[src/rtl/mem_dump_reader.sv]
// Reads a run of 32-bit words from data memory and streams them out byte-wise, little-endian.
// Build option DUMP_CHECKSUM_EN appends one XOR checksum byte after the last data byte.
module mem_dump_reader #(
   parameter int ADDR_W = 8
) (
   input  logic              clk,
   input  logic              reset,
   input  logic              start_in,
   input  logic [ADDR_W-1:0] base_word_in,
   input  logic [ADDR_W:0]   word_count_in,
   output logic [31:0]       mem_addr_out,
   output logic              mem_read_out,
   input  logic [31:0]       mem_data_in,
   output logic [7:0]        tx_data_out,
   output logic              tx_valid_out,
   input  logic              tx_ready_in,
   output logic              busy_out,
   output logic              done_out
);

   // state | meaning
   // IDLE  | waiting for start_in; base/count latched on start
   // READ  | one-cycle memory read into the shift register
   // SEND  | offering bytes 0..3 of the captured word
   // CKSUM | offering the XOR checksum byte (DUMP_CHECKSUM_EN only)
   // DONE  | one-cycle completion pulse
`ifdef DUMP_CHECKSUM_EN
   typedef enum logic [2:0] {S_IDLE, S_READ, S_SEND, S_DONE, S_CKSUM} state_t;
`else
   typedef enum logic [2:0] {S_IDLE, S_READ, S_SEND, S_DONE} state_t;
`endif

   localparam logic [ADDR_W:0]   CNT_ONE = 1;
   localparam logic [ADDR_W-1:0] IDX_ONE = 1;

   state_t            r_state;
   state_t            w_next;
   logic [ADDR_W-1:0] r_word_idx;
   logic [ADDR_W:0]   r_remaining;
   logic [31:0]       r_shift;
   logic [1:0]        r_byte_idx;
`ifdef DUMP_CHECKSUM_EN
   logic [7:0]        r_cksum;
`endif

   logic w_xfer;
   logic w_last_byte;
   logic w_last_word;

   assign w_xfer      = tx_valid_out && tx_ready_in;
   assign w_last_byte = (r_byte_idx == 2'd3);
   assign w_last_word = (r_remaining == CNT_ONE);

   always_ff @(posedge clk or negedge reset) begin
      if (!reset) r_state <= S_IDLE;
      else        r_state <= w_next;
   end

   always_comb begin
      w_next = r_state;
      unique case (r_state)
         S_IDLE: begin
            if (start_in) begin
               if (word_count_in == '0) begin
`ifdef DUMP_CHECKSUM_EN
                  w_next = S_CKSUM;
`else
                  w_next = S_DONE;
`endif
               end else begin
                  w_next = S_READ;
               end
            end
         end
         S_READ: w_next = S_SEND;
         S_SEND: begin
            if (w_xfer && w_last_byte) begin
               if (w_last_word) begin
`ifdef DUMP_CHECKSUM_EN
                  w_next = S_CKSUM;
`else
                  w_next = S_DONE;
`endif
               end else begin
                  w_next = S_READ;
               end
            end
         end
`ifdef DUMP_CHECKSUM_EN
         S_CKSUM: if (w_xfer) w_next = S_DONE;
`endif
         S_DONE:  w_next = S_IDLE;
         default: w_next = S_IDLE;
      endcase
   end

   always_comb begin
      mem_read_out = 1'b0;
      tx_valid_out = 1'b0;
      tx_data_out  = 8'h00;
      done_out     = 1'b0;
      unique case (r_state)
         S_READ: mem_read_out = 1'b1;
         S_SEND: begin
            tx_valid_out = 1'b1;
            tx_data_out  = r_shift[7:0];
         end
`ifdef DUMP_CHECKSUM_EN
         S_CKSUM: begin
            tx_valid_out = 1'b1;
            tx_data_out  = r_cksum;
         end
`endif
         S_DONE:  done_out = 1'b1;
         default: ;
      endcase
   end

   assign busy_out     = (r_state != S_IDLE);
   assign mem_addr_out = {{(30-ADDR_W){1'b0}}, r_word_idx, 2'b00};

   // The word is shifted right on each accepted byte, so byte[idx] is always in the low lane.
   always_ff @(posedge clk or negedge reset) begin
      if (!reset) begin
         r_word_idx  <= '0;
         r_remaining <= '0;
         r_shift     <= '0;
         r_byte_idx  <= '0;
`ifdef DUMP_CHECKSUM_EN
         r_cksum     <= '0;
`endif
      end else begin
         unique case (r_state)
            S_IDLE: begin
               if (start_in) begin
                  r_word_idx  <= base_word_in;
                  r_remaining <= word_count_in;
`ifdef DUMP_CHECKSUM_EN
                  r_cksum     <= '0;
`endif
               end
            end
            S_READ: begin
               r_shift    <= mem_data_in;
               r_byte_idx <= '0;
            end
            S_SEND: begin
               if (w_xfer) begin
                  r_shift    <= {8'h00, r_shift[31:8]};
                  r_byte_idx <= r_byte_idx + 2'd1;
`ifdef DUMP_CHECKSUM_EN
                  r_cksum    <= r_cksum ^ r_shift[7:0];
`endif
                  if (w_last_byte) begin
                     r_remaining <= r_remaining - CNT_ONE;
                     if (!w_last_word) r_word_idx <= r_word_idx + IDX_ONE;
                  end
               end
            end
            default: ;
         endcase
      end
   end

endmodule

[config.mk]
export PLATFORM = sky130hd
export DESIGN_NAME = mem_dump_reader
export DESIGN_NICKNAME = d
export VERILOG_FILES = /design/src/rtl/mem_dump_reader.sv
export SDC_FILE = /design/constraint.sdc
export NUM_CORES = 1
export LEC_CHECK = 0
export ABC_CLOCK_PERIOD_IN_PS = 4230
export CAP_MARGIN = 15
export CORE_MARGIN = 1.5
export CORE_UTILIZATION = 50
export DETAILED_ROUTE_END_ITERATION = 8
export PLACE_DENSITY_LB_ADDON = 0.15
export SETUP_SLACK_MARGIN = 0.05
export SKIP_LAST_GASP = 1
export SLEW_MARGIN = 20
export SYNTH_ARGS = -nofsm -noshare
export SYNTH_HDL_FRONTEND = slang
export SYNTH_SLANG_ARGS = --single-unit
[constraint.sdc]
create_clock -name clk -period 4.23 [get_ports clk]
set_clock_uncertainty 0.15 [all_clocks]
set_input_delay 0.423 -clock clk [delete_from_list [all_inputs] [get_ports clk]]
set_output_delay 0.423 -clock clk [all_outputs]
set_load 0.02 [all_outputs]
Word level (Yosys, flattened, before mapping)
Cells that the tools add are included.

operators by class
  add/subtract/negate cells = 3
  equal/unequal tests = 10
  muxes and demuxes = 22
  reductions and logical operators = 11

operators with widths
  kind                                                  count
  case mux 32 bit (2 select lines)                      1
  two-way mux 8 bit                                     5
  two-way mux 32 bit                                    1
  two-way mux 9 bit                                     3
  case mux 9 bit (2 select lines)                       1
  case mux 8 bit (2 select lines)                       1
  != test 2 bit (second input constant)                 5
  equality test 9 x 1 -> 1 bit (second input constant)  1
  zero test 9 bit                                       1
  case mux 3 bit (3 select lines)                       1
  subtractor 9 x 1 -> 9 bit (second input constant)     1
  adder 8 x 1 -> 8 bit (second input constant)          1
  equality test 3 x 2 -> 1 bit (second input constant)  2
  two-way mux 2 bit                                     3
  two-way mux 3 bit                                     2
  AND reduction 5 bit                                   1
  case mux 2 bit (2 select lines)                       1
  AND reduction 2 bit                                   2
  AND reduction 4 bit                                   1
  nonzero test 2 bit                                    2
  equality test 3 x 1 -> 1 bit (second input constant)  1
  zero test 3 bit                                       1
  two-way mux 1 bit                                     3
  nonzero test 3 bit                                    1
  3 further kinds                                       4

storage, ports and cells
  input port bits = 53
  bits in registers = 54
  word-level logic and storage cells = 51
  output and inout bits = 44

Logic depth before layout (Yosys ltp)
Gate-level depths: netlist of the first run.

  depth in word-level cells = 6
  gate-level depth with buffers = 8
  depth with buffers taken out = 6

Worst setup path after synthesis of the first run
No wires, ideal clock.

  kind = flip-flop to output port
  from = register r_state[0]
  to = output tx_data_out[0]
  data required time = 3.657 ns
  buffers on the path = 2
  cell stages (with the launch flop) = 6
  setup slack = 2.227 ns
  data arrival time = 1.430 ns
  path through = dfrtp_1 > nand2b_1 > buf_4 > inv_4 > clkbuf_1 > and2_1

on the way
  longest elaborated chain between the ends = 2

RTL lines
  what                          RTL line  text
  start: declaration            36        state_t r_state;
  start signal: assignment      56        else r_state <= w_next;
  equality test 3 x 2 -> 1 bit  102       unique case (r_state)
  two-way mux 8 bit             102
  end: declaration              14        output logic [7:0] tx_data_out,

Every way passes these cells.

Final worst setup path of the first run
  from = register r_state[1]
  to = output tx_data_out[3]

Same word-level chain as after synthesis.

==> results.json, run 1 <==
{
  "outcome": "finished clean",
  "r2r_start": "r_state[1]$_DFFE_PN0P_",
  "synth-seq-area-share_pct": 45.09,
  "antenna_cells": 0,
  "finalPower_uw": 2558,
  "die-area_um2": 6352,
  "arrival_ns": 2.58,
  "r2r-end": "r_word_idx[1]$_DFFE_PN0P_",
  "synth-compound-area-share_pct": 18.08,
  "cts-root-buf": "clkbuf_8",
  "cp-end-kind": "output port",
  "syn_to_final_growth_pct": 26.84,
  "io_buffers": 72,
  "grt_overflow": 0,
  "cts_setup_buffers": 0,
  "ys_seq_elements": 53,
  "cp_slowest_stage_delay_ns": 0.60,
  "setup.worst_path.start_class": "flip-flop",
  "dr.pass1.iters": 5,
  "dr.first_iter.drc_count": 217,
  "final-setup-viol-count": 0,
  "hold_path.class": "input port to asynchronous set/reset pin",
  "synth_most_common_cell": "dfrtp_1",
  "grt_max_degree": 57,
  "track_usage_pct": 20.16,
  "cts.clk_slew.worst_paths_ns": 0.09,
  "final_cells": 450,
  "antenna_found_initial": 0,
  "drv_cap": 0,
  "period_share_pct": 74.47,
  "worstMarginPinSlew_ns": 0.6599,
  "yosys.area_share.simple_pct": 15.99,
  "peakVddDrop_mv": 0.3359,
  "synth_adder_area_share_pct": 1.701,
  "die_w_um": 79.70,
  "seq_power_share_pct": 37.4,
  "yosys.cell_types.count": 45,
  "swShare_pct": 41.62,
  "yosys_warnings": 0,
  "cts_buffers": 5,
  "viasPerCell": 5.384,
  "synth_edf_count": 0,
  "worstPathRequired_ns": 3.66,
  "yosys-mux-area-fraction_pct": 8.550,
  "antenna_left": 0,
  "fin_crit_ns": 3.150,
  "rsz0062_at_grt": "false",
  "p_comb_share_pct": 49.0,
  "max_freq_ghz": 0.3175,
  "intPower_uw": 1493,
  "synth-main-ff-cell": "dfrtp_1",
  "cts_hold_buf": 0,
  "setup_tns_ns": 0,
  "cp_num_buf_inv": 3,
  "fin_nets": 434,
  "netlist_instances": 316,
  "p_leak_uw": 0.001610,
  "synth_common_cells": "dfrtp_1 (53), o21ai_0 (43), nand2_1 (37), buf_4 (25), mux2i_1 (24)",
  "cp_max_fo": 55,
  "netlist_area_um2": 2942,
  "cts.htree.levels": 2,
  "reg2regPathDepth": 7,
  "num_rows": 27,
  "cts_resized": 0,
  "power_density_nw_per_um2": 685.5,
  "clock_path_buffers": 2,
  "hpwl_mm": 4.208,
  "path_class": "flip-flop to output port",
  "drcViolationCount": 0,
  "slew_violations": 0,
  "routed_wl_mm": 6.152,
  "place.gp.congestion": 0.8309,
  "cp.depth": 5,
  "cp-startpoint": "r_state[1]$_DFFE_PN0P_",
  "synth_top_cell_area_share_pct": 45.09,
  "initial_core_util_pct": 52.45,
  "wl_per_cell_um": 13.67,
  "ys_top_cells_by_area": "dfrtp_1 (45%), mux2i_1 (8.2%), o21ai_0 (7.3%)",
  "avgSynthCellArea_um2": 9.309,
  "critPathSlowestCell": "clkdlybuf4s50_1",
  "synthXorXnorAreaFrac_pct": 0,
  "cts_tree": "done",
  "drive_gt1_share_pct": 5.556,
  "core_um2": 5608,
  "power_frac_clock_pct": 13.7,
  "first_global_vias": 2179,
  "cts_sinks": 53,
  "hold_viol_final": 0,
  "path_cells": "nand2b_1 > buf_4 > inv_4 > and2_1 > clkdlybuf4s50_1",
  "synth_top_area_cell": "dfrtp_1",
  "critical-path-top-delay-family": "buffers and inverters",
  "synth_top_family_by_area": "compound AO/OA/AOI/OAI gates",
  "switchingPower_uw": 1065,
  "ios": 97,
  "grt_pass1_wl_mm": 10.01,
  "via_count": 2423,
  "placed_cells": 441,
  "fp.dieH_um": 79.70,
  "timing.slew.headroom_pct": 56.01,
  "insertion_delay_ns": 0.31,
  "r2r_setup_slack_ns": 1.43,
  "async_reset_ff_share_pct": 100.0
}
worst max-delay path by stage:
stage                     endpoint  slack, ns
CTS                 tx_data_out[3]       1.08
global route        tx_data_out[0]       0.92
finish              tx_data_out[3]       1.08
detailed placement  tx_data_out[3]       1.43
floorplan           tx_data_out[0]       2.23
global placement    tx_data_out[5]       1.49
worst reg2reg max path: cells and delay by family (launching register included):
family | cells | cell delay [ns]
buffers and inverters | 3 | 1.09
DFF | 1 | 0.59
and+or+nand+nor | 2 | 0.38
AOI/OAI and AO/OA | 2 | 0.47
power by group through the flow:
stage | combinational [uW] | sequential [uW] | clock [uW]
after CTS | 1230 | 952 | 358
after global routing | 1390 | 988 | 376
final | 1250 | 956 | 349
after detailed placement | 1220 | 962 | 0
after floorplan | 892 | 933 | 0
after global placement | 1190 | 953 | 0
registers in the layout, indices dropped and copies added, names as in the netlist:
signal / cells
r_shift: 32
r_remaining: 9
r_word_idx: 8
r_byte_idx: 2
r_state: 2
cell type report:
cell class	instances	area, um2
inverters	7	28.78
well taps	72	90.09
flip-flops and latches	53	1326
fillers	476	1877
multi-input cells	234	1405
clock buffers	5	68.82
clock inverters	3	46.29
repair buffers	76	765.7
placed cells by master (no fill, tap or decap), types with 2 or more instances in the layout:
| cell type | Yosys | routed |
|---|---|---|
| clkdlybuf4s50_1 | 0 | 71 |
| dfrtp_1 | 53 | 53 |
| o21ai_0 | 43 | 43 |
| nand2_1 | 37 | 37 |
| mux2i_1 | 24 | 24 |
| conb_1 | 1 | 24 |
| a21oi_1 | 15 | 14 |
| and2_1 | 11 | 11 |
| nand3_1 | 9 | 9 |
| a22o_1 | 9 | 9 |
| nor2_1 | 6 | 6 |
| a31oi_1 | 6 | 6 |
| nor4_1 | 6 | 6 |
| inv_1 | 5 | 5 |
| nor3_1 | 5 | 5 |
| clkbuf_8 | 0 | 5 |
| nand2b_1 | 4 | 4 |
| ha_1 | 4 | 4 |
| nor2b_1 | 3 | 3 |
| nand4_1 | 3 | 3 |
| o2bb2ai_1 | 3 | 3 |
| buf_4 | 25 | 3 |
| and3_1 | 2 | 2 |
| o21ai_1 | 2 | 2 |
| nor4b_1 | 2 | 2 |
metal layers:
layer  global-route usage (%)  share of wire [%]  vias to the layer above
met5                        0                  0                        -
met4                    5.789                1.2                        0
met3                    4.229                6.8                        7
met2                    33.05                 47                       93
met1                    26.85                 45                     1126
li1                         -                  -                     1197
per-stage QoR:
step           setup slack (ns)  util (%)  hold WS (ns)  cell area (um2)
6_report                  1.080     66.53       0.06361             3731
5_1_grt                  0.9204     66.53        0.1389             3731
4_1_cts                   1.077     66.04       0.08865             3704
3_5_place_dp              1.432     63.99        0.3166             3588
3_3_place_gp              1.486     63.99        0.3039             3588
2_1_floorplan             2.227         -      -0.02259             3028
kinds of logic (layout without fill, tap and decap cells):
group / Yosys count / after routing
buf+inv: 52 / 91
simple gates: 93 / 93
other cells: 1 / 24
mux: 25 / 25
flops: 53 / 53
compound gates: 88 / 88
fa+ha+maj: 4 / 4
Note: power is estimated with default switching activity, not from simulation.
==> run 2: changes to the inputs <==
ABC_CLOCK_PERIOD_IN_PS = 2990   (was 4230)
CORE_UTILIZATION = 46   (was 50)
clock period = 2.99 ns   (was 4.23 ns; I/O delays follow)
==> results.json, run 2 (same netlist as run 1, synthesis figures left out) <==
{
  "cts_sinks": 53,
  "insertion_delay_ns": 0.31,
  "cts_tree": "done",
  "cp-end-kind": "output port",
  "outcome": "finished clean",
  "rsz0062_at_grt": "false",
  "power_density_nw_per_um2": 971.7,
  "io_buffers": 72,
  "dr.first_iter.drc_count": 131,
  "final-setup-viol-count": 0,
  "die-area_um2": 6883,
  "cts_buffers": 5,
  "final_util_pct": 61.79,
  "num_rows": 28,
  "die_w_um": 82.97,
  "viasPerCell": 5.289,
  "first_global_vias": 2241,
  "worstPathRequired_ns": 2.54,
  "cts.clk_slew.worst_paths_ns": 0.09,
  "setup_tns_ns": 0,
  "period_share_pct": 88.23,
  "hpwl_mm": 4.635,
  "grt_pass1_wl_mm": 10.92,
  "routed_wl_mm": 6.544,
  "place_ws_ns": 0.6487,
  "r2r_setup_slack_ns": 0.60,
  "cts-root-buf": "clkbuf_8",
  "mostFrequentLayoutCells": "clkdlybuf4s50_1 (71), dfrtp_1 (53), o21ai_0 (43)",
  "cts.htree.levels": 2,
  "hold_path.class": "flip-flop to flip-flop",
  "place.gp.congestion": 0.8105,
  "via_count": 2412,
  "arrival_ns": 2.19,
  "slew_violations": 0,
  "track_usage_pct": 19.35,
  "grt_overflow": 0,
  "max_freq_ghz": 0.3791,
  "largest_reg_flops": 32,
  "cts_setup_buffers": 0,
  "holdWs_ns": 0.3374,
  "path_class": "flip-flop to output port",
  "syn_to_final_growth_pct": 27.31,
  "antenna_cells": 0,
  "antenna_found_initial": 0,
  "setup_ws_ns": 0.3519,
  "fin_crit_ns": 2.638,
  "clock_path_buffers": 2,
  "cp_max_fo": 37,
  "grt_max_degree": 57,
  "top_regs": "r_shift x32, r_remaining x9, r_word_idx x8",
  "ios": 97,
  "timing.slew.headroom_pct": 39.02,
  "worstMarginPinSlew_ns": 0.9147,
  "regMostFlops": "r_shift",
  "dr.pass1.iters": 4,
  "hold_viol_final": 0,
  "initial_core_util_pct": 48.53,
  "peakVddDrop_mv": 0.5226,
  "antenna_left": 0,
  "drcViolationCount": 0,
  "fin_nets": 437,
  "drive_gt1_share_pct": 6.037,
  "core_um2": 6061,
  "wl_per_cell_um": 14.35,
  "drv_cap": 0,
  "p_leak_uw": 0.001618,
  "finalPower_uw": 3639,
  "fp.dieH_um": 82.97,
  "setup.worst_path.start_class": "flip-flop",
  "final_common_cell": "clkdlybuf4s50_1"
}
[run 2: changes by cell type in the layout (fill, tap and decap cells not counted), sizes merged]
cell	before	now
buf	5	7
clkbuf	5	6
clkinv	1	0
dlygate4sd3	0	1
[run 2: layout make-up]
cell class                 count  area (um2)
fill                         546        2316
multi-input combinational    234        1405
sequential                    53        1326
timing repair buffer          79       770.7
tap                           75       93.84
clock buffer                   6       82.58
clock inverter                 2       37.54
inverter                       7       28.78
[run 2: path summary, 6_finish.rpt]
check                      cells past startpoint                   start                         end
max                                            4  r_state[1]$_DFFE_PN0P_              tx_data_out[4]
min in group asynchronous                      2                   reset     r_shift[31]$_DFFE_PN0P_
min                                            2  r_shift[8]$_DFFE_PN0P_      r_shift[8]$_DFFE_PN0P_
max reg2reg                                    7  r_state[1]$_DFFE_PN0P_  r_remaining[0]$_DFFE_PN0P_
max in group asynchronous                      3                   reset  r_remaining[1]$_DFFE_PN0P_
min reg2reg                                    2  r_shift[8]$_DFFE_PN0P_      r_shift[8]$_DFFE_PN0P_
[run 2: worst max-delay path, cell delays in order, from the launching register on]
cell and delay, ns:
dfrtp_1 0.59, nand2b_1 0.18, inv_4 0.33, and2_1 0.18, clkdlybuf4s50_1 0.60
[run 2: repair_timing]
| item | CTS | global route |
|---|---|---|
| setup endpoints to repair | 0 | 0 |
| gates resized for setup | 0 | 0 |
| hold buffers | 1 | 0 |
| hold endpoints to repair | 15 | 0 |
[run 2: layer usage]
| metal | track usage [%] | vias to the layer above | wire [um] |
|---|---|---|---|
| li1 | - | 1202 | - |
| met1 | 27.40 | 1098 | 3056 |
| met2 | 29.79 | 101 | 3059 |
| met3 | 3.280 | 11 | 312 |
| met4 | 7.273 | 0 | 115 |
| met5 | 0 | - | 0 |
[run 2: metrics by stage]
stage | cell area [um2] | instances
floorplan | 3028 | 339
global placement | 3615 | 447
detailed placement | 3615 | 447
CTS | 3745 | 456
global route | 3745 | 456
finish | 3745 | 456
[run 2: power breakdown]
part	switching (uW)	total, uW	internal (uW)
Combinational	990	1780	791
Sequential	293	1350	1060
Clock	236	509	272
Total	1520	3640	2120
